<file path="src/rtl/alu_flag_reg_pkg.sv">
// Shared definitions for the processor status register: flag bit positions,
// the implemented-bit mask and branch condition encodings.
package alu_flag_reg_pkg;

  localparam int FLG_Z  = 0;
  localparam int FLG_C  = 1;
  localparam int FLG_EQ = 2;
  localparam int FLG_LT = 3;
  localparam int FLG_GT = 4;

  localparam logic [7:0] FLAG_RSV_MASK = 8'h1F;

  typedef enum logic [2:0] {
    COND_ALWAYS = 3'd0,
    COND_Z      = 3'd1,
    COND_NZ     = 3'd2,
    COND_C      = 3'd3,
    COND_NC     = 3'd4,
    COND_EQ     = 3'd5,
    COND_LT     = 3'd6,
    COND_GT     = 3'd7
  } cond_e;

  function automatic logic eval_cond(input logic [7:0] flags, input logic [2:0] sel);
    logic res;
    res = 1'b1;
    case (cond_e'(sel))
      COND_ALWAYS: res = 1'b1;
      COND_Z:      res = flags[FLG_Z];
      COND_NZ:     res = ~flags[FLG_Z];
      COND_C:      res = flags[FLG_C];
      COND_NC:     res = ~flags[FLG_C];
      COND_EQ:     res = flags[FLG_EQ];
      COND_LT:     res = flags[FLG_LT];
      COND_GT:     res = flags[FLG_GT];
      default:     res = 1'b1;
    endcase
    return res;
  endfunction

endpackage

</file>
<file path="src/rtl/alu_flag_stack.sv">
// Flag save/restore LIFO: non-wrapping pointer, full/empty, push+pop swap
// and sticky overflow/underflow error flags.
module alu_flag_stack
  import alu_flag_reg_pkg::*;
#(
  parameter int DEPTH  = 4,
  parameter int FLAG_W = 8
) (
  input  logic              clk,
  input  logic              rst_n,
  input  logic              push,
  input  logic              pop,
  input  logic              err_clr,
  input  logic [FLAG_W-1:0] din,
  output logic              pop_vld,
  output logic [FLAG_W-1:0] dout,
  output logic              full,
  output logic              empty,
  output logic              ovf,
  output logic              unf
);

  localparam int AW = $clog2(DEPTH);
  localparam logic [AW:0]   SP_FULL = DEPTH[AW:0];
  localparam logic [AW:0]   SP_ONE  = 1;
  localparam logic [AW-1:0] IDX_ONE = 1;

  logic [FLAG_W-1:0] mem [DEPTH];
  logic [AW:0]       sp;
  logic [AW-1:0]     wr_idx;
  logic [AW-1:0]     top_idx;
  logic              do_push;
  logic              do_swap;
  logic              ovf_set;
  logic              unf_set;

  assign full    = (sp == SP_FULL);
  assign empty   = (sp == '0);
  assign wr_idx  = sp[AW-1:0];
  // At sp==DEPTH the low bits are 0, so top_idx wraps to DEPTH-1 as intended.
  assign top_idx = wr_idx - IDX_ONE;
  assign dout    = mem[top_idx];

  assign pop_vld = pop && !empty;
  assign do_push = push && !pop && !full;
  assign do_swap = push && pop && !empty;
  assign ovf_set = push && !pop && full;
  assign unf_set = pop && empty;

  always_ff @(posedge clk) begin
    if (do_push)
      mem[wr_idx] <= din;
    else if (do_swap)
      mem[top_idx] <= din;
  end

  always_ff @(posedge clk or negedge rst_n) begin
    if (!rst_n) begin
      sp  <= '0;
      ovf <= 1'b0;
      unf <= 1'b0;
    end else begin
      if (do_push)
        sp <= sp + SP_ONE;
      else if (pop_vld && !push)
        sp <= sp - SP_ONE;

      if (ovf_set)
        ovf <= 1'b1;
      else if (err_clr)
        ovf <= 1'b0;

      if (unf_set)
        unf <= 1'b1;
      else if (err_clr)
        unf <= 1'b0;
    end
  end

endmodule

</file>
<file path="src/rtl/alu_flag_reg.sv">
// Processor status register: masked flag capture, software load, stack
// restore with priority, and branch condition evaluation.
module alu_flag_reg
  import alu_flag_reg_pkg::*;
#(
  parameter int DEPTH  = 4,
  parameter int FLAG_W = 8
) (
  input  logic              clk,
  input  logic              rst_n,
  input  logic [FLAG_W-1:0] flags_in,
  input  logic              flags_we,
  input  logic [FLAG_W-1:0] flags_mask,
  input  logic              psw_ld,
  input  logic [FLAG_W-1:0] psw_din,
  input  logic              push,
  input  logic              pop,
  input  logic              err_clr,
  input  logic [2:0]        cond_sel,
  output logic [FLAG_W-1:0] flags_out,
  output logic              cond_true,
  output logic              stk_full,
  output logic              stk_empty,
  output logic              stk_ovf,
  output logic              stk_unf
);

  logic              pop_vld;
  logic [FLAG_W-1:0] stk_dout;
  logic [FLAG_W-1:0] flags_nxt;

  alu_flag_stack #(
    .DEPTH  (DEPTH),
    .FLAG_W (FLAG_W)
  ) u_stack (
    .clk     (clk),
    .rst_n   (rst_n),
    .push    (push),
    .pop     (pop),
    .err_clr (err_clr),
    .din     (flags_out),
    .pop_vld (pop_vld),
    .dout    (stk_dout),
    .full    (stk_full),
    .empty   (stk_empty),
    .ovf     (stk_ovf),
    .unf     (stk_unf)
  );

  // A failed (empty) pop does not assert pop_vld, so it falls through here.
  always_comb begin
    flags_nxt = flags_out;
    if (pop_vld)
      flags_nxt = stk_dout;
    else if (psw_ld)
      flags_nxt = psw_din;
    else if (flags_we)
      flags_nxt = (flags_out & ~flags_mask) | (flags_in & flags_mask);
  end

  always_ff @(posedge clk or negedge rst_n) begin
    if (!rst_n)
      flags_out <= '0;
    else
      flags_out <= flags_nxt & FLAG_RSV_MASK;
  end

  assign cond_true = eval_cond(flags_out, cond_sel);

endmodule

</file>
<file path="config.mk">
export PLATFORM = sky130hd
export DESIGN_NAME = alu_flag_reg
export DESIGN_NICKNAME = d
export VERILOG_FILES = /design/src/rtl/alu_flag_reg_pkg.sv /design/src/rtl/alu_flag_stack.sv /design/src/rtl/alu_flag_reg.sv
export SDC_FILE = /design/constraint.sdc
export NUM_CORES = 1
export LEC_CHECK = 0
export CORE_MARGIN = 2
export CORE_UTILIZATION = 42
export CTS_CLUSTER_DIAMETER = 120
export DETAILED_ROUTE_END_ITERATION = 16
export PLACE_DENSITY = 0.86
export SYNTH_ARGS = -nofsm -noshare
export SYNTH_HDL_FRONTEND = slang
export SYNTH_SLANG_ARGS = --single-unit
</file>
<file path="constraint.sdc">
create_clock -name clk -period 2.3 [get_ports clk]
set_clock_uncertainty 0.1 [all_clocks]
set_input_delay 0.345 -clock clk [delete_from_list [all_inputs] [get_ports clk]]
set_output_delay 0.345 -clock clk [all_outputs]
set_load 0.01 [all_outputs]
</file>
Word level (Yosys, flattened, before mapping)
Memory sizes are Yosys's and may differ from the RTL's.
Cells that the tools add are included.

word-level totals
  register bits after elaboration = 10
  bits in latches = 0
  RAM bits = 20
  ROM bits = 0
  input port bits = 34
  output and inout bits = 13
  word-level logic and storage cells = 58
  memories kept = 1

memories
  memory       depth  width  rd ports  clocked after Yosys merged registers in  wr ports  line                  RTL
  u_stack.mem  4      5      1         0                                        1         alu_flag_stack.sv:28  logic [FLAG_W-1:0] mem [DEPTH];

cells by class
  add/sub/neg operators = 3
  multiply operators = 0
  div/mod/pow operators = 0
  $lt $le $gt $ge = 0
  equal/unequal tests = 8
  shifts and indexed selects = 0
  multiplexer cells = 17
  bitwise gates (word level) = 6
  reduce and logical (&&, ||, !) cells = 19

operator list
  kind                                                                number
  5-bit two-way mux                                                   4
  3-bit == test, second input constant                                5
  5-bit bitwise AND                                                   2
  1-bit two-way mux                                                   9
  1-bit logical AND                                                   8
  1-bit one-hot mux with 8 select lines                               1
  3-bit by 2-bit == test with 1-bit output, second input constant     2
  3-bit logical NOT                                                   2
  3-bit two-way mux                                                   2
  2-bit nonzero test                                                  3
  5-bit NOT                                                           1
  5-bit bitwise OR                                                    1
  5-bit OR reduction                                                  1
  1-bit logical NOT                                                   4
  3-bit by 1-bit adder with 3-bit output, second input constant       1
  3-bit by 1-bit == test with 1-bit output, second input constant     1
  3-bit nonzero test                                                  1
  3-bit by 1-bit subtractor with 3-bit output, second input constant  1
  2-bit two-way mux                                                   1
  1-bit NOT                                                           2
  2-bit by 1-bit subtractor with 2-bit output, second input constant  1

Depth between registers and ports, before layout
Gate-level depths: netlist of run 1.

  word-level depth = 8
  depth in mapped cells = 9

Cells and area by module
Synthesis of run 1 repeated with hierarchy kept, for this count alone.

unflattened totals
  cells, all modules = 148
  area, all modules = 2045.7 µm²

modules (own cells, without submodules)
  module          instances  cells each  area each (µm²)  seq. area each (µm²)
  alu_flag_stack  1          106         1680.4           1086.0
  alu_flag_reg    1          42          365.4            125.1

Worst setup path after synthesis of run 1
Ideal clock, no wire load.

  kind = reg2reg
  from = reg u_stack.sp[0]
  to = mem u_stack.mem[1][0] (netlist name) (enable)
  arrival = 1874 ps
  slack = -25 ps
  stages on the path, launching flop included = 9
  buffers on the path = 2
  period minus slack after synthesis = 2325 ps
  cells stage by stage = dfrtp_1 > buf_2 > inv_1 > ha_1 > nand2b_1 > buf_6 > inv_4 > or3_4 > a21oi_1

on the way
  elaborated cells on any way between the ends = 15
  those cells by class = add/sub (1); eq/ne (1); mux (7); reduce/logical (6)

RTL lines
  item                                         line                  RTL
  from (decl)                                  alu_flag_stack.sv:29  logic [AW:0] sp;
  from (signal assigned)                       alu_flag_stack.sv:64  sp <= sp + SP_ONE;
  from (signal assigned)                       alu_flag_stack.sv:66  sp <= sp - SP_ONE;
  2-bit by 1-bit subtractor with 2-bit output  alu_flag_stack.sv:41  assign top_idx = wr_idx - IDX_ONE;
  via u_stack.top_idx[0]                       alu_flag_stack.sv:31  logic [AW-1:0] top_idx;
  2-bit two-way mux (no line)                  n/a
  to (decl)                                    alu_flag_stack.sv:28

The timed path passes the listed nets, and every way through them passes these cells.

==> metrics, run 1 <==
Max VDD drop 0.672 mV; Lkg Pwr 0.791 nW; Post-Synth XOR/XNOR Area roughly 1.1%; row count 21; commonest cells in the netlist edfxtp_1 (20), dfrtp_1 (10), inv_1 (7); num ports 47; pre-CTS worst setup slack -0.182 ns; total CTS buffers 5; Design Area, Final 2080 sq um; total chip power 2.51 mW; CP startpoint kind register; via count about 1200; RSZ-0062 raised after global routing false; final period utilization about 95%; ant diodes 0; Starting DRT DRC Count 73; sequential cell area fraction in the yosys report 55.5%; largest area contributor in the netlist edfxtp_1; Hold Buf Count CTS 0; Netlist Area Pre-Place 1530 sq um; area of the multi-input gates around 600 sq um; number of global-route vias before repair 1203; post-synth top area share 39.2%; postcts setup bufs 0; WL final 3380 microns; Fin Setup TNS 0 ns; Max Cap Viol 0; Synth Area in Adders roughly 2.1%; DR pass1 iterations 4; Worst R2R Setup Slack 0.33 ns; layout net count 202; hpwl dp ~2600 microns; Post-synth EDFFs 20; Final Hold Viols 0; Tightest Pin Transition around 0.54 ns; # clock sinks 30; Synth Flop Type edfxtp_1; minimum clock period after layout 2.18 ns; fraction of layout cells with a size suffix above 1 19.8%; PortBufs 34; Mapped Avg Cell Area 12.9 sq um; status finished clean; complex-gate fraction of the synthesized area 14.0%; Overflow after GRT 0; f_max 458 MHz; drt drc 0; WL/cell about 16 microns; CP Capture Point cond_true; post-synthesis mux area share about 10%; Reg clk slew, reported paths approximately 0.10 ns; fill cell count 282; Crit. End Element primary output; Die Y 64.4 microns; Worst Path Required 1.86 ns; slew margin rel. a little under two thirds; Hold Path Class in2async; Syn Inst Count 119; worst r2r dst u_stack.mem[1][1]$_DFFE_PP_; R2R Path Start u_stack.sp[1]$_DFFE_PN0P_; post-layout worst setup margin approximately 0.12 ns; worst path arrival time 1.74 ns; largest net degree at the start of global routing 11; count leader, synth edfxtp_1; placed cell count between 200 and 250; Clock Root Buffer clkbuf_4; maximum clock path buffer count 2; worst r2r path cells 7; Synth Register Bits 30; Detail Route Antenna Nets 0; Async SR Flop Fraction 33.3%; Total GRT Usage 18.6%; RePlAce Congestion 0.839; Crit Path Category reg2out; top post-synthesis cells by area edfxtp_1 (39%), dfrtp_1 (16%), mux4_2 (8.8%); initial antenna violation count 0; Setup Viol. Count Final 0; Clock Latency Late Sink 0.33 ns; Final Max Slew Viols 0; post-synth cell types 38; Vias per Instance 5.44; synth warn 0; DP Area 1980 sq um; htree depth 2; P&R area growth vs syn 35.5%; Final Non-Filler Cells 213; CTS tree built; Core Area 3420 sq um; initial core utilization 44.9%; Storage cell area 852 sq um; die area about 4200 sq um; largest family of logic cells by synthesized area compound AO/OA/AOI/OAI gates; Synth Area in Simple Gates about 11%; Die X between 60 and 70 microns; CP max FO 7; Layout Utilization a little over 60%; first-pass GRT wire length about 5600 microns; Hold Slack 0.251 ns; pwr/cell area 1210 nW/um^2
[final cells by class]
cell class,count,share of cell area [%]
Clock buffer,6,1.99
Clock inverter,2,1.81
Inverter,8,1.57
Multi-Input combinational cell,74,29.6
Sequential cell,30,41.0
Tap cell,46,2.77
Timing Repair Buffer,47,21.3
[where the power goes]
group / total, mW / leakage (nW) / internal, mW / switching [mW]
combinational: 1.17 / 0.448 / 0.633 / 0.539
sequential: 0.922 / 0.304 / 0.816 / 0.106
clock: 0.411 / 0.0385 / 0.229 / 0.182
[worst min-delay path by stage]
stage / start / end / slack [ns] / cells after the start
after CTS: rst_n / u_stack.sp[2]$_DFFE_PN0P_ / 0.26 / 1
after global routing: rst_n / u_stack.sp[2]$_DFFE_PN0P_ / 0.28 / 1
final: rst_n / u_stack.sp[2]$_DFFE_PN0P_ / 0.25 / 1
after floorplan: rst_n / asynchronous set/reset pin / -0.05 / 0
after global placement: u_stack.ovf$_DFFE_PN0P_ / u_stack.ovf$_DFFE_PN0P_ / 0.42 / 2
after detailed placement: u_stack.unf$_DFFE_PN0P_ / u_stack.unf$_DFFE_PN0P_ / 0.43 / 2
[logic make-up (layout without fill, tap and decap cells)]
kind of cell / count (synthesis) / count (layout)
other: 1 / 3
buffers and inverters: 17 / 63
adder cells (fa/ha/maj): 2 / 2
AND/OR/NAND/NOR: 30 / 30
AO/OA/AOI/OAI: 29 / 29
flip-flops: 30 / 30
XOR/XNOR: 2 / 2
multiplexers: 8 / 8
[layer usage]
metal / track usage, % / wire length, microns / vias up
met2: 34.0 / 1810 / 52
met3: 6.60 / 251 / 5
met4: 6.91 / 41 / 0
met5: 0 / 0 / -
li1: - / - / 542
met1: 19.7 / 1280 / 560
[critical path, cell delays in order (launching register included)]
cell and delay (ns):
dfrtp_1 0.45, mux4_2 0.50, a21o_1 0.19, dlygate4sd2_1 0.28
[repair_timing]
| action | 4_1_cts | 5_1_grt |
|---|---|---|
| cloned | 0 | 0 |
| setup endpoints to repair | 2 | 3 |
| resized for setup | 2 | 4 |
| pin swaps | 0 | 0 |
[placed cells by master, fill, tap and decap left out, types with 2 or more instances in the layout]
master and instances:
clkdlybuf4s50_1 31, edfxtp_1 20, buf_4 13, dfrtp_1 9
inv_1 7, nor2b_1 6, mux4_2 6, nand3_1 6
nand2_1 5, a21boi_0 5, a311oi_1 5, o31ai_1 5
clkbuf_4 5, a21oi_1 4, nand2b_1 4, nor3_1 3
conb_1 3, o21ai_0 2, and2_1 2, xnor2_1 2
o22ai_1 2, dlymetal6s2s_1 2
Power figures use the tool's default switching activity.
==> inputs of run 2 (changes only) <==
--- a/config.mk
+++ b/config.mk
@@ -5,6 +5,7 @@
 export SDC_FILE = /design/constraint.sdc
 export NUM_CORES = 1
 export LEC_CHECK = 0
+export CORE_ASPECT_RATIO = 0.75
 export CORE_MARGIN = 2
 export CORE_UTILIZATION = 42
 export CTS_CLUSTER_DIAMETER = 120
==> run 2 against run 1 <==
  * Combinational power grew 6%
  * Critical path type unchanged
  * Critical path depth grew 2
  * Sequential share of layout area shrank 0.46 points
  * Worst hold slack gained 0.035 ns
  * Global-route usage is essentially flat
  * Worst setup slack lost 0.033 ns
  * Non-clock buffer count grew 2
  * Power grew 1.7%
  * Routed wire length grew 4.6%
  * Sequential cell count is the same
  * Via count grew 2.6%
  * Largest cell class unchanged
==> metrics, run 2 (synthesized netlist as in run 1, its figures left out) <==
status finished clean (unchanged); Die X 73.8 microns (was 64.4 microns); fill cell count 253 (was 282); # clock sinks 30 (unchanged); fraction of layout cells with a size suffix above 1 20.7% (was 19.8%); CP Cell Sequence inv_1 -> ha_4 -> nand2b_1 -> inv_4 -> clkdlybuf4s50_1 (was mux4_2 -> a21o_1 -> dlygate4sd2_1); Max VDD drop 0.541 mV (was 0.672 mV); Starting DRT DRC Count 64 (was 73); Total GRT Usage 18.7% (was 18.6%); Worst path max stage delay 0.56 ns (was 0.50 ns); post-layout worst setup margin 0.0848 ns (was 0.117 ns); die area 4160 sq um (was 4150 sq um); Worst Path Required 1.86 ns (about the same); maximum clock path buffer count 2 (unchanged); first-pass GRT wire length 5640 microns (was 5590 microns); Lkg Pwr 0.787 nW (was 0.791 nW); minimum clock period after layout 2.22 ns (was 2.18 ns); via count 1189 (was 1159); Vias per Instance 5.43 (was 5.44); Hold Buf Count CTS 0 (unchanged); CP max-delay cell clkdlybuf4s50_1 (was mux4_2); Crit Path Category reg2out (unchanged); Final Hold Viols 0 (unchanged); Max Cap Viol 0 (unchanged); Clock Root Buffer clkbuf_8 (was clkbuf_4); pwr/cell area 1210 nW/um^2 (about the same); Final Max Slew Viols 0 (unchanged); hpwl dp 2700 microns (was 2640 microns); CP max FO 5 (was 7); most common cell after layout, fill and taps aside clkdlybuf4s50_1 (unchanged); most frequent cells in the layout clkdlybuf4s50_1 (32), edfxtp_1 (20), buf_4 (15), dfrtp_1 (9), inv_1 (7) (was clkdlybuf4s50_1 (31), edfxtp_1 (20), buf_4 (13), dfrtp_1 (9), inv_1 (7)); final period utilization 96.3% (was 94.9%); PortBufs 34 (unchanged); f_max 451 MHz (was 458 MHz); Crit. End Element primary output (unchanged); WL final 3530 microns (was 3380 microns); initial antenna violation count 0 (unchanged); DR pass1 iterations 4 (unchanged); layout net count 204 (was 202); P&R area growth vs syn 37.0% (was 35.5%); Reg clk slew, reported paths 0.06 ns (was 0.10 ns); Detail Route Antenna Nets 0 (unchanged); Overflow after GRT 0 (unchanged); row count 18 (was 21); Clock Latency Late Sink 0.28 ns (was 0.33 ns); number of global-route vias before repair 1155 (was 1203); postcts setup bufs 0 (unchanged); htree depth 2 (unchanged); Setup Viol. Count Final 0 (unchanged); WL/cell 16.1 microns (was 15.9 microns); Fin Setup TNS 0 ns (unchanged); CP startpoint kind register (unchanged); initial core utilization 45.1% (was 44.9%); num ports 47 (unchanged); total CTS buffers 5 (unchanged); RePlAce Congestion 0.885 (was 0.839); drt drc 0 (unchanged); worst path arrival time 1.77 ns (was 1.74 ns); largest net degree at the start of global routing 11 (unchanged); ant diodes 0 (unchanged); pre-CTS worst setup slack -0.169 ns (was -0.182 ns); Die Y 56.3 microns (was 64.4 microns); Core Area 3400 sq um (was 3420 sq um); Hold Path Class in2async (unchanged); CTS tree built (unchanged)
run 2: cell count changes in the layout (fill, tap and decap cells not counted), sizes merged:
cell,delta
buf,+2
dlymetal6s2s,-1
clkbuf,-1
clkdlybuf4s50,+1
clkinv,+2
bufinv,-1
run 2: area by class of cell:
cell class	count	area, sq um	share of cell area [%]
inverter	8	32.5	1.55
clock buffer	5	68.8	3.27
clock inverter	3	16.3	0.774
sequential	30	852	40.5
timing repair buffer	49	454	21.6
tap	50	62.6	2.98
multi-input combinational	74	616	29.3
run 2: through the flow:
stage / std cells / util [%] / instance area (sq um) / total power, mW / hold WS (ns)
after global placement: 211 / 58.9 / 2000 / 2.05 / 0.412
after floorplan: 121 / - / 1540 / 1.59 / -0.0506
after global routing: 219 / 61.8 / 2100 / 2.71 / 0.322
after CTS: 219 / 61.3 / 2090 / 2.52 / 0.296
after detailed placement: 211 / 58.9 / 2000 / 2.12 / 0.423
final: 219 / 61.8 / 2100 / 2.55 / 0.286
run 2: per-layer routing:
layer	track usage [%]	part of all wire (%)	up-vias
met5	0	0	-
met4	7.79	1.5	0
met3	5.03	5.2	4
met2	25.1	47	58
met1	28.2	47	584
li1	-	-	543
run 2: path summary, 6_finish.rpt:
kind	endpoint	cells after the start	slack (ns)	from
worst max-delay path	stk_empty	5	0.08	u_stack.sp[0]$_DFFE_PN0P_
worst min-delay path	u_stack.sp[0]$_DFFE_PN0P_	1	0.29	rst_n
worst max register to register	u_stack.sp[2]$_DFFE_PN0P_	8	0.29	u_stack.sp[1]$_DFFE_PN0P_
worst min register to register	u_stack.unf$_DFFE_PN0P_	2	0.43	u_stack.unf$_DFFE_PN0P_
max in group asynchronous	u_stack.sp[1]$_DFFE_PN0P_	1	1.48	rst_n
min in group clk	u_stack.unf$_DFFE_PN0P_	2	0.43	u_stack.unf$_DFFE_PN0P_
run 2: critical path, delay by kind of cell, from the launching register on:
| family | cells | cell delay, ns |
|---|---|---|
| buf+inv | 3 | 0.82 |
| flops | 1 | 0.38 |
| fa+ha+maj | 1 | 0.19 |
| simple gates | 1 | 0.10 |
run 2: where the power goes:
part	internal [mW]	switching (mW)
Clock	0.206	0.190
Combinational	0.648	0.592
Sequential	0.818	0.0940
Total	1.67	0.877
run 2: repair_timing:
action | 4_1_cts | 5_1_grt
pin swaps | 0 | 0
resized for setup | 1 | 4
endpoints found under the setup margin | 1 | 3
